### config.mk
export PLATFORM = sky130hd
export DESIGN_NAME = sort_engine_pingpong
export DESIGN_NICKNAME = d
export VERILOG_FILES = /design/src/rtl/sort_engine_pingpong.sv
export SDC_FILE = /design/constraint.sdc
export NUM_CORES = 2
export LEC_CHECK = 0
export BUFFER_PORTS_ARGS = -buffer_cell sky130_fd_sc_hd__buf_4
export CORE_MARGIN = 2
export CORE_UTILIZATION = 48
export DETAILED_ROUTE_END_ITERATION = 10
export PLACE_DENSITY_LB_ADDON = 0.3
export SYNTH_ARGS = -nofsm -noshare
export SYNTH_HDL_FRONTEND = slang
export SYNTH_SLANG_ARGS = --single-unit
### constraint.sdc
create_clock -name clk_i -period 13.6 [get_ports clk_i]
set_input_delay 0.68 -clock clk_i [delete_from_list [all_inputs] [get_ports clk_i]]
set_output_delay 0.68 -clock clk_i [all_outputs]
set_load 0.005 [all_outputs]
### src/rtl/sort_engine_pingpong.sv
// ---------------------------------------------------------------------------
// sort_engine_pingpong
//
// Double-buffered packet sorter. Each packet is insertion-sorted into one of
// two register banks as it arrives (one word per cycle). The sorted packet is
// then streamed out of that bank while the other bank fills. Sort direction
// is chosen per packet. Words beyond MAX_LEN are dropped, and the overflow is
// flagged on the last output word.
//
// Ports:
//   clk_i        clock
//   rst_n_i      asynchronous active-low reset
//   pkt_i_data   input word (key, compared unsigned)
//   pkt_i_val    input word valid
//   pkt_i_sop    input first word (informational)
//   pkt_i_eop    input last word, closes the packet
//   pkt_i_desc   sort direction, sampled with the first word (1 = descending)
//   pkt_i_ready  input accept (depends on bank state only)
//   pkt_o_data   sorted output word
//   pkt_o_val    output valid
//   pkt_o_sop    first sorted word
//   pkt_o_eop    last sorted word
//   pkt_o_err    overflow flag, qualified by pkt_o_eop
//   pkt_o_len    stored word count, qualified by pkt_o_val
//   pkt_o_ready  output accept
// ---------------------------------------------------------------------------
module sort_engine_pingpong #(
    parameter int DWIDTH  = 8,
    parameter int MAX_LEN = 32,
    parameter int LWIDTH  = $clog2(MAX_LEN + 1)
) (
    input  logic              clk_i,
    input  logic              rst_n_i,
    input  logic [DWIDTH-1:0] pkt_i_data,
    input  logic              pkt_i_val,
    input  logic              pkt_i_sop,
    input  logic              pkt_i_eop,
    input  logic              pkt_i_desc,
    output logic              pkt_i_ready,
    output logic [DWIDTH-1:0] pkt_o_data,
    output logic              pkt_o_val,
    output logic              pkt_o_sop,
    output logic              pkt_o_eop,
    output logic              pkt_o_err,
    output logic [LWIDTH-1:0] pkt_o_len,
    input  logic              pkt_o_ready
);

    localparam int IWIDTH = (MAX_LEN > 1) ? $clog2(MAX_LEN) : 1;

    typedef enum logic [1:0] {FREE, FILL, FULL, DRAIN} bank_st_t;

    // True when a stored key must move behind the incoming key. Strict
    // comparison keeps equal keys in arrival order.
    function automatic logic key_after(input logic [DWIDTH-1:0] key,
                                       input logic [DWIDTH-1:0] din,
                                       input logic              dsc);
        return dsc ? (key < din) : (key > din);
    endfunction

    // Stored count saturates at MAX_LEN; overflow words are dropped.
    function automatic logic [LWIDTH-1:0] cnt_inc_sat(input logic [LWIDTH-1:0] c);
        return (c == LWIDTH'(MAX_LEN)) ? c : c + LWIDTH'(1);
    endfunction

    // Bank control
    bank_st_t          st     [2];
    bank_st_t          st_nxt [2];
    logic [LWIDTH-1:0] cnt    [2];
    logic [1:0]        err_b;
    logic [1:0]        desc_b;
    logic              wr_sel;
    logic              rd_sel;
    logic [LWIDTH-1:0] rd_idx;

    // Bank storage (data only, never reset)
    logic [DWIDTH-1:0] mem [2][MAX_LEN];

    // Write side
    logic               wr_en;
    logic               room;
    logic               cur_desc;
    logic [LWIDTH-1:0]  cur_cnt;
    logic [MAX_LEN-1:0] gt;
    logic [DWIDTH-1:0]  ins_row [MAX_LEN];

    // Read side
    logic              finishing;
    logic              out_adv;
    logic              ld_ok;
    logic              ld_last;
    logic              ld_bank;
    logic              nb;
    logic [LWIDTH-1:0] ld_idx;

    // Output register stage
    logic              vld_p1;
    logic              sop_p1;
    logic              eop_p1;
    logic              err_p1;
    logic [DWIDTH-1:0] data_p1;
    logic [LWIDTH-1:0] len_p1;

    // Packet start is inferred from the bank state, so sop carries no logic.
    logic unused_sop;
    assign unused_sop = pkt_i_sop;

    assign pkt_i_ready = (st[wr_sel] == FREE) || (st[wr_sel] == FILL);

    // ---- stage p0: insertion into the write bank ----
    always_comb begin
        cur_cnt  = (st[wr_sel] == FREE) ? '0 : cnt[wr_sel];
        cur_desc = (st[wr_sel] == FREE) ? pkt_i_desc : desc_b[wr_sel];
        wr_en    = pkt_i_val && pkt_i_ready;
        room     = cur_cnt < LWIDTH'(MAX_LEN);
        gt       = '0;
        for (int i = 0; i < MAX_LEN; i++) begin
            gt[i] = (LWIDTH'(i) < cur_cnt) &&
                    key_after(mem[wr_sel][i], pkt_i_data, cur_desc);
        end
        // The bank is always sorted, so gt is a contiguous run ending at
        // cur_cnt-1: entries at and above the first set bit shift up by one,
        // and the new word lands at that first set bit (or at cur_cnt).
        ins_row[0] = (gt[0] || (cur_cnt == '0)) ? pkt_i_data : mem[wr_sel][0];
        for (int i = 1; i < MAX_LEN; i++) begin
            if (gt[i-1]) begin
                ins_row[i] = mem[wr_sel][i-1];
            end else if (gt[i] || (LWIDTH'(i) == cur_cnt)) begin
                ins_row[i] = pkt_i_data;
            end else begin
                ins_row[i] = mem[wr_sel][i];
            end
        end
    end

    always_ff @(posedge clk_i) begin
        if (wr_en && room) begin
            for (int i = 0; i < MAX_LEN; i++) begin
                mem[wr_sel][i] <= ins_row[i];
            end
        end
    end

    // Read-side selection. When the current packet's eop handshake completes
    // and the partner bank is already FULL, its first word is loaded on the
    // same edge so the two packets leave back-to-back.
    always_comb begin
        nb        = ~rd_sel;
        finishing = vld_p1 && eop_p1 && pkt_o_ready;
        out_adv   = !vld_p1 || pkt_o_ready;
        if (finishing) begin
            ld_bank = nb;
            ld_idx  = '0;
            ld_ok   = (st[nb] == FULL);
        end else begin
            ld_bank = rd_sel;
            ld_idx  = rd_idx;
            ld_ok   = out_adv && (st[rd_sel] == DRAIN) && (rd_idx < cnt[rd_sel]);
        end
        ld_last = (ld_idx + LWIDTH'(1)) == cnt[ld_bank];
    end

    always_comb begin
        st_nxt[0] = st[0];
        st_nxt[1] = st[1];
        if (wr_en) begin
            if (st[wr_sel] == FREE) begin
                st_nxt[wr_sel] = FILL;
            end
            if (pkt_i_eop) begin
                st_nxt[wr_sel] = FULL;
            end
        end
        if (finishing) begin
            st_nxt[rd_sel] = FREE;
            if (st[nb] == FULL) begin
                st_nxt[nb] = DRAIN;
            end
        end else if (st[rd_sel] == FULL) begin
            // Output idle: claim the bank now, first word loads next edge.
            st_nxt[rd_sel] = DRAIN;
        end
    end

    always_ff @(posedge clk_i or negedge rst_n_i) begin
        if (!rst_n_i) begin
            st[0]  <= FREE;
            st[1]  <= FREE;
            cnt[0] <= '0;
            cnt[1] <= '0;
            err_b  <= '0;
            desc_b <= '0;
            wr_sel <= 1'b0;
            rd_sel <= 1'b0;
            rd_idx <= '0;
        end else begin
            st[0] <= st_nxt[0];
            st[1] <= st_nxt[1];
            if (wr_en) begin
                if (st[wr_sel] == FREE) begin
                    desc_b[wr_sel] <= pkt_i_desc;
                    err_b[wr_sel]  <= 1'b0;
                end
                cnt[wr_sel] <= cnt_inc_sat(cur_cnt);
                if (!room) begin
                    err_b[wr_sel] <= 1'b1;
                end
                if (pkt_i_eop) begin
                    wr_sel <= ~wr_sel;
                end
            end
            if (finishing) begin
                cnt[rd_sel] <= '0;
                rd_sel      <= ~rd_sel;
                rd_idx      <= ld_ok ? LWIDTH'(1) : '0;
            end else if (ld_ok) begin
                rd_idx <= rd_idx + LWIDTH'(1);
            end
        end
    end

    // ---- stage p1: registered output ----
    always_ff @(posedge clk_i or negedge rst_n_i) begin
        if (!rst_n_i) begin
            vld_p1  <= 1'b0;
            sop_p1  <= 1'b0;
            eop_p1  <= 1'b0;
            err_p1  <= 1'b0;
            data_p1 <= '0;
            len_p1  <= '0;
        end else if (out_adv) begin
            vld_p1 <= ld_ok;
            if (ld_ok) begin
                data_p1 <= mem[ld_bank][ld_idx[IWIDTH-1:0]];
                sop_p1  <= (ld_idx == '0);
                eop_p1  <= ld_last;
                err_p1  <= ld_last && err_b[ld_bank];
                len_p1  <= cnt[ld_bank];
            end else begin
                sop_p1 <= 1'b0;
                eop_p1 <= 1'b0;
                err_p1 <= 1'b0;
            end
        end
    end

    assign pkt_o_val  = vld_p1;
    assign pkt_o_sop  = sop_p1;
    assign pkt_o_eop  = eop_p1;
    assign pkt_o_err  = err_p1;
    assign pkt_o_data = data_p1;
    assign pkt_o_len  = len_p1;

endmodule
==> impl_metrics.ini <==
[run]
drv_cap = 0

[drt]
drtIter0Drc = 3388
wl_um = 125100
drt_pass1_iterations = 6
ant_nets = 0
vias = 30500
routedWlPerCell_um = 27.29
post_drt_via_cell_ratio = 6.653
drc = 0

[yosys]
syn_avg_cell_area_um2 = 10.90
yosys.cell_types.count = 110
synth-main-ff-cell = edfxtp_1
synthArstFlopShare_pct = 8.244
synth.yosys.seq_area_share_pct = 42.69
synth_area_um2 = 38710
yosys_warnings = 0
syn_nets = 3836
ys_seq_elements = 558
synth_edf_count = 512
synthCells = 3553

[final_layout]
synthToLayoutAreaGrowth_pct = 7.735
final_nets = 3757
drive_gt1_share_pct = 17.05
antenna_cells = 0
fillers = 7119

[placed_design]
place.gp.congestion = 0.9502
portBuffers = 32
dpl.hpwl_um = 81790

[power_and_ir_drop]
power.internal_mw = 5.223
ir_worst_vdd_uv = 156.4
finalPower_mw = 9.283
switching_power_mw = 4.060
p_leak_nw = 15.29
pwr-share-comb_pct = 52.9
power_frac_clock_pct = 17.9
power.density_nw_per_um2 = 222.6
p_sw_share_pct = 43.74
sequentialPowerShare_pct = 29.2

[floorplanning]
dieArea_um2 = 82940
io_pins = 34
die_h_um = 288.0
die_w_um = 288.0
core_um2 = 80160
initial_core_util_pct = 48.29
rows = 104

[clock_network]
cts-root-buf = clkbuf_16
cts.repair.resized = 0
cts_setup_buffers = 0
cts_sinks = 558
cts_tree = done
cts_buffer_depth = 3
cts_hold_buf = 0
cts.clk_slew.worst_paths_ps = 60
cts_buffers = 61
worstSkewPairLatency_ps = 650
h-tree-depth = 2

[worst_setup_path]
slowest_delay_ps = 1030
cp_common_cell = mux2_2
ff2ff_path_depth = 11
r2r_start = wr_sel
cp_top_family = buffers and inverters
reg2reg_slack_ps = 7730
cp.required_ps = 13970
r2r-end = mem[1][107]
cp-end-kind = flip-flop
path_buf_inv = 2
path_class = flip-flop to flip-flop
cp_slowest_cell = dfrtp_4
cp_cell_sequence = buf_4, buf_4, mux2_2, ha_1, and3_1, a221o_1, a221oi_1, mux2i_1, a21oi_2, mux2_2, mux2_2
worstPathMaxFanout = 60
arrival_ps = 6240
start_kind = flip-flop

[global_route]
grt_use_total_pct = 29.60
grt_overflow = 0
antenna_found_initial = 3
grt_pass1_vias = 29190
grt_pass1_wl_um = 185500
grt_start_max_net_pins = 161

[sta]
min_period_over_period_pct = 43.15
rsz0062_at_grt = false
drv_slew = 0
maxSlewHeadroom_pct = 17.52
finalSetupTns_ps = 0
report.final.setup_viol = 0
period_minus_slack_ps = 5869
tightest_slew_ps = 1237
fmax_ghz = 0.1704
fin_skew_ps = 30.91
hold_viol_final = 0

[worst_hold_path]
worstHoldPathType = primary input to asynchronous set/reset pin

[outcome]
status = finished clean
-- worst max path at each step --
stage	from	endpoint	slack, ps	depth (start not counted)
after floorplan	wr_sel	mem[0][0]	440	9
after global placement	wr_sel	mem[0][110]	7960	11
after detailed placement	wr_sel	mem[0][110]	7870	11
after CTS	wr_sel	mem[1][107]	7850	11
after global routing	wr_sel	mem[1][105]	7640	11
final	wr_sel	mem[1][107]	7730	11
-- cell usage after synthesis, drive strengths merged, types with 60 or more instances --
| library cell | instances | share of area (%) |
|---|---|---|
| edfxtp | 512 | 40 |
| mux2 | 323 | 9.4 |
| nand2 | 308 | 3.0 |
| mux2i | 296 | 7.7 |
| ha | 268 | 8.7 |
| a21oi | 255 | 3.4 |
| o21ai | 244 | 3.3 |
| clkbuf | 126 | 1.2 |
| nand3 | 125 | 1.7 |
| nor2 | 121 | 1.2 |
| buf | 102 | 1.4 |
| inv | 94 | 0.91 |
| nor3 | 60 | 0.84 |
-- cell families (layout without fill, tap and decap cells) --
kind of cell | Yosys count | count (layout) | synth area share [%]
simple gates | 830 | 830 | 10.59
mux | 637 | 637 | 18.18
buf+inv | 323 | 294 | 3.578
flops | 558 | 558 | 42.69
fa+ha+maj | 268 | 268 | 8.662
compound gates | 922 | 922 | 15.96
xor+xnor | 15 | 15 | 0.3394
-- cell type report --
cell class	instances	area [µm²]	share of cell area [%]
sequential	558	16540	39.66
clock buffer	80	1640	3.933
tap	1060	1326	3.180
multi-input combinational	2672	20850	49.99
timing repair buffer	86	683.2	1.638
clock inverter	33	311.5	0.7470
inverter	95	356.6	0.8550
-- sequential cells by signal, indices dropped and copies added, names as in the netlist, named ones only --
| register | flops |
|---|---|
| pkt_o_val | 1 |
| pkt_o_eop | 1 |
| st | 4 |
| pkt_o_err | 1 |
| pkt_o_sop | 1 |
| cnt | 12 |
| mem | 512 |
| pkt_o_len | 6 |
| rd_idx | 6 |
| rd_sel | 1 |
| desc_b | 2 |
| wr_sel | 1 |
| pkt_o_data | 8 |
-- per-layer routing --
layer  GRT usage, %  wire, µm
met1          41.42     51870
met2          45.79     55800
met3          6.292     13430
met4          9.521      4007
met5              0         0
-- cells in the final DEF, fill, tap and decap left out, types with 25 or more instances in the layout --
master	Yosys	final
nand2b_1	34	34
dfrtp_1	46	41
mux2_2	316	316
nand4_1	48	48
nor3_1	56	56
a211oi_1	25	25
o22ai_1	53	53
inv_1	93	85
nand2_1	308	308
edfxtp_1	512	512
o211ai_1	47	47
nand3_1	122	122
nor2b_1	34	33
mux2i_1	291	290
a21oi_1	250	248
o21ai_0	219	219
ha_1	268	268
nor2_1	117	114
a221oi_1	38	38
clkbuf_16	0	63
o221ai_1	41	41
a221o_1	28	28
buf_4	1	83
a21o_1	31	30
-- through the flow --
stage / util, % / std cells / setup slack (ps) / cell area [µm²] / hold slack [ps]
global route: 52.03 / 4584 / 7640 / 41710 / 124.6
CTS: 52.03 / 4584 / 7852 / 41710 / 79.64
finish: 52.03 / 4584 / 7731 / 41710 / 73.34
detailed placement: 49.59 / 4471 / 7875 / 39750 / 500.4
global placement: 49.59 / 4471 / 7958 / 39750 / 483.2
floorplan: - / 3553 / 441.3 / 38710 / 384.4
-- power groups by stage --
stage | Sequential [mW] | Combinational (mW) | Clock, mW
2_1_floorplan | 2.66 | 3.46 | 0
3_3_place_gp | 2.73 | 4.68 | 0
3_5_place_dp | 2.74 | 4.76 | 0
5_1_grt | 2.74 | 5.23 | 1.75
6_report | 2.71 | 4.91 | 1.66
4_1_cts | 2.70 | 4.79 | 1.68
No activity file was read; power rests on OpenSTA's default activity.
